<file path="config.mk">
export PLATFORM = sky130hd
export DESIGN_NAME = z_result_fifo
export DESIGN_NICKNAME = d
export VERILOG_FILES = /design/src/rtl/z_result_fifo.sv
export SDC_FILE = /design/constraint.sdc
export NUM_CORES = 1
export LEC_CHECK = 0
export BUFFER_PORTS_ARGS = -buffer_cell sky130_fd_sc_hd__buf_2
export CORE_MARGIN = 2
export CORE_UTILIZATION = 30
export DETAILED_ROUTE_END_ITERATION = 10
export SKIP_CTS_REPAIR_TIMING = 1
export SLEW_MARGIN = 5
export SYNTH_ARGS = -nofsm -noshare
export SYNTH_HDL_FRONTEND = slang
export SYNTH_SLANG_ARGS = --single-unit
</file>
<file path="constraint.sdc">
create_clock -name clk -period 9.2 [get_ports clk]
set_clock_uncertainty 0.15 [all_clocks]
set_input_delay 0.92 -clock clk [delete_from_list [all_inputs] [get_ports clk]]
set_output_delay 0.92 -clock clk [all_outputs]
set_load 0.05 [all_outputs]
</file>
<file path="src/rtl/z_result_fifo.sv">
`default_nettype none
// ============================================================================
// Module   : z_result_fifo
// Purpose  : Circular result buffer for 2*DATA_W-bit ALU results, read out as
//            two DATA_W halves. Pop happens when the head has been fully read
//            (PAIR_POP=1) or on a low-half read (PAIR_POP=0). Sticky overflow
//            and underflow flags record dropped pushes and reads while empty.
// Revision : 1.0 - initial release
// ============================================================================
module z_result_fifo #(
    parameter int DATA_W   = 32,
    parameter int DEPTH    = 4,
    parameter int PAIR_POP = 1
) (
    input  logic                       clk,
    input  logic                       clr,
    input  logic [2*DATA_W-1:0]        D,
    input  logic                       enable,
    input  logic                       ZLowOut,
    input  logic                       ZHighOut,
    output logic [DATA_W-1:0]          ZLowData,
    output logic [DATA_W-1:0]          ZHighData,
    output logic                       valid,
    output logic                       full,
    output logic [$clog2(DEPTH+1)-1:0] count,
    output logic                       overflow,
    output logic                       underflow
);

    localparam int AW = $clog2(DEPTH);
    localparam int CW = $clog2(DEPTH+1);

    // Read-tracking state for the head entry; EMPTY exactly when count is 0.
    typedef enum logic [1:0] {
        EMPTY   = 2'd0,
        HEAD    = 2'd1,
        LO_SEEN = 2'd2,
        HI_SEEN = 2'd3
    } state_t;

    logic [2*DATA_W-1:0] r_mem [DEPTH];
    logic [AW-1:0]       r_wr_ptr;
    logic [AW-1:0]       r_rd_ptr;
    logic [CW-1:0]       r_count;
    logic                r_overflow;
    logic                r_underflow;
    state_t              r_state;

    state_t              w_state_nxt;
    logic                w_pop;
    logic                w_push;
    logic                w_full;
    logic                w_valid;
    logic [CW-1:0]       w_count_nxt;
    logic [2*DATA_W-1:0] w_head;

    assign w_full  = (r_count == CW'(DEPTH));
    assign w_valid = (r_count != '0);

    // Decide pop, accepted push and next read-tracking state for this cycle.
    always_comb begin
        w_pop       = 1'b0;
        w_state_nxt = r_state;
        case (r_state)
            HEAD: begin
                if (PAIR_POP != 0) begin
                    if (ZLowOut && ZHighOut) w_pop = 1'b1;
                    else if (ZLowOut)        w_state_nxt = LO_SEEN;
                    else if (ZHighOut)       w_state_nxt = HI_SEEN;
                end else begin
                    w_pop = ZLowOut;
                end
            end
            LO_SEEN: w_pop = (PAIR_POP != 0) ? ZHighOut : ZLowOut;
            HI_SEEN: w_pop = ZLowOut;
            default: w_pop = 1'b0;
        endcase

        // A pop frees a slot in the same cycle, so a push while full still fits.
        w_push      = enable && (!w_full || w_pop);
        w_count_nxt = r_count + CW'(w_push) - CW'(w_pop);

        if (w_pop) begin
            w_state_nxt = (w_count_nxt != '0) ? HEAD : EMPTY;
        end else if ((r_state == EMPTY) && w_push) begin
            w_state_nxt = HEAD;
        end
    end

    // Pointers, occupancy, read-tracking state and sticky flags.
    always_ff @(posedge clk) begin
        if (clr) begin
            r_wr_ptr    <= '0;
            r_rd_ptr    <= '0;
            r_count     <= '0;
            r_state     <= EMPTY;
            r_overflow  <= 1'b0;
            r_underflow <= 1'b0;
        end else begin
            if (w_push) r_wr_ptr <= r_wr_ptr + AW'(1);
            if (w_pop)  r_rd_ptr <= r_rd_ptr + AW'(1);
            r_count <= w_count_nxt;
            r_state <= w_state_nxt;
            if (enable && w_full && !w_pop)                r_overflow  <= 1'b1;
            if ((ZLowOut || ZHighOut) && r_state == EMPTY) r_underflow <= 1'b1;
        end
    end

    // Entry storage; stale contents stay hidden because outputs gate on valid.
    always_ff @(posedge clk) begin
        if (!clr && w_push) r_mem[r_wr_ptr] <= D;
    end

    assign w_head    = r_mem[r_rd_ptr];
    assign ZLowData  = w_valid ? w_head[DATA_W-1:0]        : '0;
    assign ZHighData = w_valid ? w_head[2*DATA_W-1:DATA_W] : '0;
    assign valid     = w_valid;
    assign full      = w_full;
    assign count     = r_count;
    assign overflow  = r_overflow;
    assign underflow = r_underflow;

endmodule
`default_nettype wire

</file>
Word-level counts from Yosys, hierarchy flattened
Memories as Yosys holds them, arrays and structs flattened. A register that Yosys moved wholly into a read port is not among the register bits.
Cells that the tools add are included.
{"block": "word_totals", "regBits": 11, "latchBits": 0, "ramBits": 256, "romBits": 0, "in_bits": 69, "output_inout_bits": 71, "word_cells": 49, "mem_count": 1}
{"name": "r_mem", "depth": 4, "width": 64, "rd": 1, "rd_clocked_by_memory_dff": 1, "wr": 1, "line_no": "41", "text": "logic [2*DATA_W-1:0] r_mem [DEPTH];"}
{"block": "classes", "addsub": 4, "mul": 0, "div": 0, "order_cmp": 0, "eq_ne": 5, "n_shift": 0, "mux": 15, "bitwise": 0, "n_reduce_logical": 18}
{"operator": "32-bit two-way mux", "n": 2}
{"operator": "2-bit two-way mux", "n": 8}
{"operator": "3-bit nonzero test", "n": 3}
{"operator": "1-bit logical AND", "n": 7}
{"operator": "2-bit by 1-bit adder with 2-bit output, second input constant", "n": 2}
{"operator": "2-bit == test, second input constant", "n": 2}
{"operator": "1-bit two-way mux", "n": 4}
{"operator": "4-bit nonzero test", "n": 1}
{"operator": "3-bit by 1-bit adder with 3-bit output", "n": 1}
{"operator": "3-bit == test, second input constant", "n": 1}
{"operator": "1-bit zero test", "n": 3}
{"operator": "3-bit by 2-bit != test with 1-bit output, second input constant", "n": 1}
{"operator": "1-bit case mux with 3 select lines", "n": 1}
{"operator": "3-bit AND reduction", "n": 1}
{"operator": "3-bit by 1-bit subtractor with 3-bit output", "n": 1}
{"operator": "2-bit by 1-bit == test with 1-bit output, second input constant", "n": 1}
{"operator": "2-bit zero test", "n": 1}
{"operator": "1-bit logical OR", "n": 2}

Logic depth before layout (Yosys ltp)
Gate-level depths: netlist of run 1.
{"block": "logic_depth", "ltp_word": 10, "mapped_depth": 11, "depth_no_buf": 10}

Worst setup path before layout of run 1
No wires, ideal clock.
{"block": "synth_timing", "kind": "input port to flip-flop", "from": "input port ZHighOut", "to": "memory r_mem[1][0] in the netlist's numbering (enable)", "setup_ns": 0.578, "arrival_ns": 6.089, "setup_slack_ns": 2.383, "cell_stages": 3, "n_path_buf": 0, "cell_sequence": "nand3b_1 a31o_2 nor3b_1"}
{"block": "synth_between", "elab_chain_cells": 8}
{"element": "start: declaration", "line_no": "20", "text": "input logic ZHighOut,"}
{"element": "1-bit logical AND", "line_no": "67", "text": "if (ZLowOut && ZHighOut) w_pop = 1'b1;"}
{"element": "1-bit two-way mux", "line_no": "67"}
{"element": "1-bit case mux with 3 select lines *", "line_no": "64", "text": "case (r_state)"}
{"element": "1-bit logical OR *", "line_no": "80", "text": "w_push = enable && (!w_full || w_pop);"}
{"element": "1-bit logical AND *", "line_no": "80"}
{"element": "1-bit logical AND *", "line_no": "111", "text": "if (!clr && w_push) r_mem[r_wr_ptr] <= D;"}
{"element": "1-bit two-way mux *", "line_no": "111"}
{"element": "1-bit two-way mux (not written as such) *", "line_no": "111"}
{"element": "end: declaration", "line_no": "41"}
Mark *: on every way between the ends. The rest lies on a longest branch, timed or not.

==> summary.txt, run 1 <==
Outcome
  – Run status: finished, final reports clean

Clocking
  – Root buffer cell: sky130_fd_sc_hd__clkbuf_16
  – Clock-pin slew of the registers on the worst-case setup and hold paths: roughly 60 ps
  – Clock latency reported for the late side of the worst-skew pair: 530 ps
  – TritonCTS clock tree: yes
  – TritonCTS Sinks: 269
  – Number of buffers created by CTS: 28
  – Clock H-tree levels: 1
  – Clock Tree Buf Depth: 3

Worst setup path
  – Data required time at the worst endpoint: 8130 ps
  – Crit path arrival time: about 3100 ps
  – Maximum fanout along the worst path: 37
  – Setup crit start kind: flip-flop
  – Category of the most critical setup path: reg -> out
  – Kind of end point of the critical path: output port

Floorplanning
  – Initial core utilization: 30.3%
  – Vertical extent of the die: around 190 um
  – DIE AREA: 36200 um^2
  – Ports: 140
  – Placement row count: 68
  – Die X: 190 um
  – CORE AREA: between 30000 and 40000 um^2

Place
  – Routability congestion estimate from global placement: 0.644
  – HPWL after detailed placement: 11.5 mm
  – Area post-placement: 11600 um^2
  – Quantity of I/O buffers inserted on ports: 139

Cells and area
  – Final layout net count: 705
  – Commonest cells after routing, fill and taps aside: sky130_fd_sc_hd__edfxtp_1 (256), sky130_fd_sc_hd__buf_2 (139), sky130_fd_sc_hd__and2_1 (64), sky130_fd_sc_hd__mux4_2 (60), sky130_fd_sc_hd__clkbuf_16 (29)
  – Leading cell type in the layout, fill and taps excluded: sky130_fd_sc_hd__edfxtp_1
  – Ant diodes: 0
  – Fraction of layout cells with a size suffix above 1: between 40% and 50%
  – Area growth syn-to-layout: 20.0%
  – Filler Cells Inserted: 3170
  – Final Cell Area: roughly 12000 um^2

Logic synthesis
  – Nets in the synthesized netlist: 549
  – Share of async-settable or async-resettable flops after synthesis: 0%
  – Number of synthesized flops with an enable pin: 256
  – Warnings, synthesis: 0
  – Cells after Synth: 474
  – Syn avg cell area: 21.9 um^2
  – Area of the mapped netlist: 10400 um^2
  – Synth cell types: 32
  – Sequential fraction of the synthesis area: 76.5%
  – Top flip-flop cell by instance count after synthesis: sky130_fd_sc_hd__edfxtp_1
  – FF+latch count, synth: around 270

Route
  – DR DRC count: 0
  – Final Routed Wirelength: 20.1 mm
  – Residual antenna-violating net count after detailed routing: 0
  – DRT met1 WL: ~8.7 mm
  – Wire length on met3: 1.13 mm
  – Post-DR vias/cell: 4.50
  – Routed length on met2: 9.78 mm
  – Via Count: 4979
  – First DRT Iteration DRCs: 198
  – First drt pass iteration count: 6
  – Routed wirelength normalized by instance count: 18.2 um
  – Top layer in use: met5

STA
  – Transition time of the tightest slew-check pin: 1010 ps
  – Summed negative setup slack over all endpoints: 0 ps
  – Final setup violation count: 0
  – Final critical-path share of the clock period: 45.1%
  – Endpoints failing hold: 0
  – Highest Clock Rate: 241 MHz
  – Headroom to the max-slew limit: 32.4%
  – Time the final worst path needs with I/O delays and setup: about 4100 ps
  – Setup repair after global routing missed its margin: false
  – Pins Over Slew Limit: 0

Global routing
  – Global-route congestion overflow total: 0
  – Number of antenna violations at the first check in global routing: 2
  – GRT Resource Usage Total: 11.0%
  – Largest net degree at the start of global routing: 65
  – First-pass GRT wire length: just over 30 mm
  – Vias in the first global route: 5150

Power and ir drop
  – Pwr/cell area: 277 nW/um^2
  – Maximum resistive drop on vdd: 0.000245 V
  – Leakage dissipation: roughly 4.2 nW

Flow run
  – Max-capacitance violation count: 0

Worst hold path
  – Min-delay worst type: reg -> reg
==> layer usage <==
| layer | GRT usage [%] | vias up |
|---|---|---|
| li1 | - | 2234 |
| met1 | 14.5 | 2574 |
| met2 | 18.4 | 126 |
| met3 | 2.49 | 41 |
| met4 | 3.01 | 4 |
| met5 | 0 | - |
==> worst paths after layout <==
check,startpoint,endpoint,slack (ps),cells after the start
setup / recovery,flip-flop,ZLowData[31],5050,4
hold / removal,overflow,overflow,330,2
setup reg to reg,r_state[0],r_state[0],6650,10
hold reg to reg,overflow,overflow,330,2
==> flip-flops by register name, summed over array words and instances (netlist names), named ones only <==
register / cells
count: 3
overflow: 1
r_mem: 256
r_rd_ptr: 2
r_state: 2
r_wr_ptr: 2
underflow: 1
==> power by group <==
group          switching (mW)  internal (mW)  leakage [nW]  total, mW
Combinational           0.652          0.242          1.34      0.894
Clock                   0.449          0.658         0.432       1.11
Sequential             0.0349           1.42          2.43       1.46
Total                    1.14           2.32          4.21       3.46
==> layout make-up <==
type / instances / area (um^2) / share of cell area [%]
Clock inverter: 17 / 171 / 1.37
Clock buffer: 34 / 744 / 5.97
Timing Repair Buffer: 149 / 771 / 6.18
Inverter: 4 / 15.0 / 0.120
Multi-Input combinational cell: 178 / 2250 / 18.0
Sequential cell: 269 / 7960 / 63.8
Tap cell: 455 / 569 / 4.56
==> critical path: stages (launching register included) <==
cell and delay, ps:
sky130_fd_sc_hd__dfxtp_4 700, sky130_fd_sc_hd__buf_4 710, sky130_fd_sc_hd__mux4_1 640, sky130_fd_sc_hd__and2_1 170, sky130_fd_sc_hd__buf_2 210
==> cells in the mapped netlist (2+ instances only) <==
library cell | instances | area (um^2)
sky130_fd_sc_hd__clkbuf_1 | 8 | 30.0
sky130_fd_sc_hd__o21ai_0 | 3 | 15.0
sky130_fd_sc_hd__edfxtp_1 | 256 | 7690
sky130_fd_sc_hd__nand2_1 | 3 | 11.3
sky130_fd_sc_hd__and2_1 | 64 | 400
sky130_fd_sc_hd__ha_1 | 5 | 62.6
sky130_fd_sc_hd__nor3b_1 | 4 | 30.0
sky130_fd_sc_hd__nor3_1 | 4 | 20.0
sky130_fd_sc_hd__dfxtp_1 | 13 | 260
sky130_fd_sc_hd__buf_12 | 6 | 120
sky130_fd_sc_hd__or3_1 | 2 | 12.5
sky130_fd_sc_hd__a311oi_1 | 2 | 17.5
sky130_fd_sc_hd__xnor2_1 | 2 | 17.5
sky130_fd_sc_hd__inv_1 | 4 | 15.0
sky130_fd_sc_hd__buf_2 | 7 | 35.0
sky130_fd_sc_hd__mux4_2 | 60 | 1350
sky130_fd_sc_hd__nor2b_1 | 2 | 12.5
sky130_fd_sc_hd__mux4_1 | 4 | 105
sky130_fd_sc_hd__nor2_1 | 12 | 45.0
==> metrics by stage <==
| step | total power [mW] | setup WS, ps | hold slack (ps) | utilization [%] | cells |
|---|---|---|---|---|---|
| after floorplan | 2.18 | 2380 | 340 | - | 474 |
| after global placement | 2.39 | 5470 | 307 | 33.7 | 1055 |
| after detailed placement | 2.40 | 5500 | 311 | 33.7 | 1055 |
| after CTS | 3.52 | 4890 | 333 | 36.4 | 1106 |
| after global routing | 3.62 | 4750 | 367 | 36.4 | 1106 |
| final | 3.46 | 5050 | 328 | 36.4 | 1106 |
==> cells by family (layout without fill, tap and decap cells) <==
kind of cell | count (synthesis) | in the layout | share of synthesized area (%)
flops | 269 | 269 | 76.5
simple gates | 94 | 94 | 5.36
mux | 65 | 65 | 14.1
buf+inv | 27 | 204 | 2.08
compound gates | 10 | 10 | 0.795
fa+ha+maj | 6 | 6 | 0.795
xor+xnor | 3 | 3 | 0.397
(Power assumes the default switching activity.)
==> inputs of run 2 (changes only) <==
==> constraint.sdc (replaced) <==
create_clock -name clk -period 4 [get_ports clk]
set_clock_uncertainty 0.15 [all_clocks]
set_input_delay 0.4 -clock clk [delete_from_list [all_inputs] [get_ports clk]]
set_output_delay 0.4 -clock clk [all_outputs]
set_load 0.05 [all_outputs]
==> run 2 against run 1 <==
Net effect: the flow now finishes with violations (negative hold slack); first-iteration DRC count up 40%; wire length up 1.8%; sequential share of layout area down 3.4 points; critical endpoint is now ZLowData[14]; clock power up 130%; non-clock buffer count up 65; total power up 130%; largest power group unchanged; register-to-register slack worse by 5300 ps; combinational power up 140%; clock-buffer cell count down 1; critical path depth unchanged; worst hold slack worse by 330 ps.
==> summary.txt, run 2 (synthesis gave the netlist of run 1 again) <==
STA
  – Endpoints failing hold: 1 (+1)
  – Headroom to the max-slew limit: 30.6% (-1.8 points)
  – Pins Over Slew Limit: 0 (unchanged)
  – Final critical-path share of the clock period: 79.0%
  – Transition time of the tightest slew-check pin: 1040 ps (+27.0 ps)
  – Final setup violation count: 0 (unchanged)
  – Worst slack on hold paths: -6.34 ps (-334 ps)
  – Time the final worst path needs with I/O delays and setup: 3160 ps
  – Highest Clock Rate: approximately 320 MHz
  – Setup repair after global routing missed its margin: false

Route
  – DR DRC count: 0 (unchanged)
  – Final Routed Wirelength: 20.5 mm (+1.8%)
  – Via Count: 5169 (+3.8%)
  – First DRT Iteration DRCs: 278 (+40%)
  – Routed wirelength normalized by instance count: 17.4 um (-4.0%)
  – First drt pass iteration count: 4 (-2)
  – Post-DR vias/cell: 4.41 (-2.1%)
  – Residual antenna-violating net count after detailed routing: 0 (unchanged)

Outcome
  – Violated checks: negative hold slack
  – Run status: finished, violations left

Floorplanning
  – CORE AREA: 34300 um^2 (unchanged)
  – Placement row count: 68 (unchanged)
  – Ports: 140 (unchanged)
  – Vertical extent of the die: 190 um (unchanged)
  – Initial core utilization: 30.3% (unchanged)
  – Die X: 190 um (unchanged)
  – DIE AREA: 36200 um^2 (unchanged)

Power and ir drop
  – Switching power as a share of total power: 32.7% (-0.098 points)
  – Internal power consumption: 5.41 mW (+130%)
  – Clock Power Share: 31.6% (-0.4 points)
  – Leakage dissipation: 4.53 nW (+7.6%)
  – Pwr/cell area: 611 nW/um^2 (+120%)
  – Maximum resistive drop on vdd: 0.000622 V (+150%)
  – Power share of the sequential group: 41.7% (-0.5 points)
  – Comb power frac: 26.7% (+0.9 points)
  – Switching power total: 2.64 mW (+130%)

Place
  – HPWL after detailed placement: 11.7 mm (+1.8%)
  – Post-placement cell count: 1056 (+0.095%)
  – Quantity of I/O buffers inserted on ports: 139 (unchanged)
  – Routability congestion estimate from global placement: 0.662 (+2.8%)
  – Area post-placement: 11600 um^2 (+0.50%)

Global routing
  – Global-route congestion overflow total: 0 (unchanged)
  – Number of antenna violations at the first check in global routing: 1 (-1)
  – Vias in the first global route: 5372 (+4.3%)
  – First-pass GRT wire length: 31.0 mm (+2.2%)
  – GRT Resource Usage Total: 11.2% (+0.20 points)
  – Largest net degree at the start of global routing: 66 (+1.5%)

Worst setup path
  – Data required time at the worst endpoint: 3450 ps (-4680 ps)
  – Setup crit start kind: flip-flop
  – Maximum fanout along the worst path: 26 (-30%)
  – Kind of end point of the critical path: output port
  – Category of the most critical setup path: reg -> out
  – Crit path arrival time: 2610 ps (-470 ps)

Cells and area
  – Ant diodes: 0 (unchanged)
  – Final Non-Filler Cells: 1173 (+6.1%)
  – Commonest cells after routing, fill and taps aside: sky130_fd_sc_hd__edfxtp_1 (256), sky130_fd_sc_hd__buf_2 (139), sky130_fd_sc_hd__and2_1 (64), sky130_fd_sc_hd__dlygate4sd3_1 (64), sky130_fd_sc_hd__mux4_2 (60)
  – Leading cell type in the layout, fill and taps excluded: sky130_fd_sc_hd__edfxtp_1
  – Area growth syn-to-layout: 26.8%
  – Final layout net count: 771 (+9.4%)
  – Fraction of layout cells with a size suffix above 1: 36.6% (-3.6 points)
  – Register with the highest flop count: r_mem
  – Final Cell Area: 13200 um^2 (+5.6%)
  – Max reg flops: 256 (unchanged)

Clocking
  – Clock latency reported for the late side of the worst-skew pair: 530 ps (about the same)
  – Number of buffers created by CTS: 29 (+3.6%)
  – Root buffer cell: sky130_fd_sc_hd__clkbuf_16
  – Clock H-tree levels: 1 (unchanged)
  – Clock-pin slew of the registers on the worst-case setup and hold paths: 60 ps (about the same)
  – TritonCTS clock tree: yes
  – TritonCTS Sinks: 269 (unchanged)
  – Clock Tree Buf Depth: 3 (unchanged)

Worst hold path
  – Min-delay worst type: in -> reg

Flow run
  – Max-capacitance violation count: 0 (unchanged)
==> run 2: cell count changes in the layout (fill, tap and decap cells not counted) <==
cell                            change
sky130_fd_sc_hd__nor3b_2            -4
sky130_fd_sc_hd__dlygate4sd3_1     +64
sky130_fd_sc_hd__buf_12             +2
sky130_fd_sc_hd__clkinv_2           +3
sky130_fd_sc_hd__clkinv_1           +3
sky130_fd_sc_hd__clkbuf_1           -1
sky130_fd_sc_hd__nor3b_4            +4
sky130_fd_sc_hd__buf_4              -1
sky130_fd_sc_hd__clkinvlp_4         -5
sky130_fd_sc_hd__clkinv_4           +2
==> run 2: final timing paths <==
kind | startpoint | endpoint | slack, ps | cells past startpoint
worst max-delay path | flip-flop | ZLowData[14] | 840 | 4
worst min-delay path | ZLowOut | r_state[0] | -6 | 2
worst max register to register | r_state[0] | r_state[0] | 1380 | 10
worst min register to register | underflow | underflow | 330 | 2
==> run 2: per-layer routing <==
layer	global-route usage, %	share of wire, %	up-vias
met1	14.6	45	2660
met4	2.71	1.5	2
met5	0	0.064	-
li1	-	-	2365
met2	19.0	49	112
met3	2.60	5.0	30
==> run 2: area by class of cell <==
class | instances | area (um^2)
Clock buffer | 33 | 741
Multi-Input combinational cell | 178 | 2280
Inverter | 4 | 15.0
Timing Repair Buffer | 214 | 1440
Fill cell | 3146 | 21100
Clock inverter | 20 | 178
Sequential cell | 269 | 7960
Tap cell | 455 | 569
==> run 2: through the flow <==
| step | utilization (%) | TNS [ps] | hold slack [ps] | power, mW | setup slack (ps) |
|---|---|---|---|---|---|
| finish | 38.4 | 0 | -6.34 | 8.05 | 840 |
| global route | 38.4 | 0 | 4.16 | 8.41 | 646 |
| CTS | 36.6 | 0 | -92.3 | 8.13 | 736 |
| detailed placement | 33.9 | 0 | 308 | 5.57 | 1230 |
| global placement | 33.9 | 0 | 302 | 5.56 | 1320 |
| floorplan | - | -135040 | 322 | 5.01 | -541 |
==> run 2: power by group through the flow <==
stage	sequential [mW]	combinational (mW)	clock (mW)
2_1_floorplan	3.43	1.58	0
3_3_place_gp	3.41	2.14	0
3_5_place_dp	3.42	2.15	0
4_1_cts	3.36	2.15	2.62
5_1_grt	3.38	2.29	2.74
6_report	3.36	2.15	2.55
==> run 2: worst max-delay path: stages, from the launching register on <==
cell and delay, ps:
sky130_fd_sc_hd__dfxtp_4 710, sky130_fd_sc_hd__buf_4 400, sky130_fd_sc_hd__mux4_2 540, sky130_fd_sc_hd__and2_1 190
sky130_fd_sc_hd__buf_2 210
==> inputs of run 3 (changes only) <==
==> constraint.sdc (replaced) <==
create_clock -name clk -period 2.8 [get_ports clk]
set_clock_uncertainty 0.15 [all_clocks]
set_input_delay 0.28 -clock clk [delete_from_list [all_inputs] [get_ports clk]]
set_output_delay 0.28 -clock clk [all_outputs]
set_load 0.05 [all_outputs]
==> run 3 against run 2 <==
Net effect: worst hold slack better by 10 ps; critical endpoint is now ZHighData[6]; wire length down 0.67%; total power rose by 46%; clock power up 52%; non-clock buffer count up 4; the run now ends clean; highest routed layer is now met4; sequential share of layout area down 0.87 points; sequential power grew 42%; global-route usage is 0.28 points lower; largest cell class unchanged.
==> summary.txt, run 3 (synthesis gave the netlist of run 1 again) <==
Route
  – First DRT Iteration DRCs: 268 (-3.6%)
  – Post-DR vias/cell: 4.41 (about the same)
  – Final Routed Wirelength: 20.3 mm (-0.67%)
  – Via Count: 5185 (+0.31%)
  – DR DRC count: 0 (unchanged)
  – Residual antenna-violating net count after detailed routing: 0 (unchanged)
  – Routed wirelength normalized by instance count: 17.3 um (-0.92%)
  – First drt pass iteration count: 4 (unchanged)

Floorplanning
  – CORE AREA: 34300 um^2 (unchanged)
  – Placement row count: 68 (unchanged)
  – Die X: 190 um (unchanged)
  – Initial core utilization: 30.3% (unchanged)
  – Ports: 140 (unchanged)
  – DIE AREA: 36200 um^2 (unchanged)
  – Vertical extent of the die: 190 um (unchanged)

STA
  – Time the final worst path needs with I/O delays and setup: 2670 ps
  – Final critical-path share of the clock period: 95.3%
  – Headroom to the max-slew limit: 53.5% (+23 points)
  – Highest Clock Rate: 375 MHz
  – Endpoints failing hold: 0 (-1)
  – Transition time of the tightest slew-check pin: 697 ps (-344 ps)
  – Final critical-path setup slack: 132 ps (-708 ps)
  – Worst slack on hold paths: 4.15 ps (+10.5 ps)
  – Pins Over Slew Limit: 0 (unchanged)
  – Setup repair after global routing missed its margin: false
  – Final setup violation count: 0 (unchanged)

Place
  – Quantity of I/O buffers inserted on ports: 139 (unchanged)
  – Worst slack, placed: 130 ps (-1100 ps)
  – HPWL after detailed placement: 11.6 mm (-0.72%)
  – Routability congestion estimate from global placement: 0.693 (+4.6%)

Clocking
  – Clock H-tree levels: 1 (unchanged)
  – Root buffer cell: sky130_fd_sc_hd__clkbuf_16
  – Number of buffers created by CTS: 28 (-3.4%)
  – TritonCTS clock tree: yes
  – TritonCTS Sinks: 269 (unchanged)
  – Clock-pin slew of the registers on the worst-case setup and hold paths: 60 ps (about the same)
  – Clock latency reported for the late side of the worst-skew pair: 540 ps (about the same)
  – Clock Tree Buf Depth: 3 (unchanged)

Power and ir drop
  – Overall Power: 11.8 mW (+46%)
  – Leakage dissipation: 4.59 nW (+1.5%)
  – Maximum resistive drop on vdd: 0.000561 V (-9.8%)
  – Pwr/cell area: 879 nW/um^2 (+44%)

Worst setup path
  – Setup crit start kind: flip-flop
  – Cell breakdown of the critical path: or3_2 > buf_4 > and2_1 > buf_2
  – Worst-case reg-to-reg path depth: 10 (unchanged)
  – Kind of end point of the critical path: output port
  – Setup slack, reg-to-reg: 220 ps (-1160 ps)
  – Data required time at the worst endpoint: 2370 ps (-1080 ps)
  – Reg2Reg Capture Point: r_state[0]
  – Category of the most critical setup path: reg -> out
  – Critical Path Sink: ZHighData[6]
  – Start of the worst register-to-register path: r_state[1]
  – Crit path arrival time: 2240 ps (-370 ps)
  – Maximum fanout along the worst path: 65 (+150%)
  – Slowest stage cell, crit path: sky130_fd_sc_hd__or3_2
  – Worst setup path startpoint: count[2]
  – Critical path's largest stage delay: 470 ps (-240 ps)

Global routing
  – Global-route congestion overflow total: 0 (unchanged)
  – Largest net degree at the start of global routing: 66 (unchanged)
  – GRT Resource Usage Total: 10.9% (-0.28 points)
  – First-pass GRT wire length: 30.4 mm (-1.9%)
  – Vias in the first global route: 5292 (-1.5%)
  – Number of antenna violations at the first check in global routing: 0 (-1)

Cells and area
  – Final layout net count: 774 (+0.39%)
  – Leading cell type in the layout, fill and taps excluded: sky130_fd_sc_hd__edfxtp_1
  – Max reg flops: 256 (unchanged)
  – Fraction of layout cells with a size suffix above 1: 37.0% (+0.40 points)
  – Final core utilization: 39.1% (+0.62 points)
  – Ant diodes: 0 (unchanged)
  – Commonest cells after routing, fill and taps aside: sky130_fd_sc_hd__edfxtp_1 (256), sky130_fd_sc_hd__buf_2 (139), sky130_fd_sc_hd__dlygate4sd3_1 (66), sky130_fd_sc_hd__and2_1 (64), sky130_fd_sc_hd__mux4_2 (60)
  – Register with the highest flop count: r_mem
  – Area growth syn-to-layout: 28.8%

Worst hold path
  – Min-delay worst type: in -> reg

Outcome
  – Run status: finished, final reports clean

Flow run
  – Max-capacitance violation count: 0 (unchanged)
==> run 3: changes by cell type in the layout (fill, tap and decap cells not counted), sizes merged <==
cell,change
buf,+2
bufinv,+2
clkbuf,+4
clkinv,-7
dlygate4sd3,+2
==> run 3: final cells by class <==
| class | count | area, um^2 |
|---|---|---|
| inverter | 4 | 15.0 |
| tap | 455 | 569 |
| clock buffer | 37 | 786 |
| sequential | 269 | 7970 |
| multi-input combinational | 178 | 2290 |
| timing repair buffer | 218 | 1570 |
| clock inverter | 15 | 195 |
| fill | 3142 | 20900 |
==> run 3: metrics by stage <==
step	instances	setup TNS [ps]	cell area, um^2
5_1_grt	1176	0	13400
2_1_floorplan	474	-98330	10500
4_1_cts	1110	0	12700
6_report	1176	0	13400
3_5_place_dp	1058	0	11700
3_3_place_gp	1058	0	11700
==> run 3: worst min path at each step <==
stage | startpoint | end | depth (start not counted)
floorplan | clr | count[0] | 1
global placement | underflow | underflow | 2
detailed placement | underflow | underflow | 2
CTS | D[21] | r_mem[0][21] | 1
global route | clr | r_wr_ptr[0] | 2
finish | clr | count[1] | 2
==> run 3: power by group <==
group / internal, mW / leakage [nW] / total, mW / switching [mW]
registers: 4.68 / 2.43 / 4.77 / 0.0839
logic: 0.904 / 1.68 / 3.12 / 2.22
clock network: 2.42 / 0.478 / 3.88 / 1.46
==> run 3: worst max-delay path: cells and delay by family (launching register included) <==
| family | cells | cell delay [ps] |
|---|---|---|
| buffers and inverters | 2 | 570 |
| DFF | 1 | 350 |
| and+or+nand+nor | 2 | 750 |
==> run 3: routing by layer <==
layer,vias to the layer above,routed length [um],track usage [%]
li1,2374,-,-
met1,2676,8970,14.2
met2,105,9980,18.3
met3,30,1080,3.03
met4,0,305,2.44
met5,-,0,0
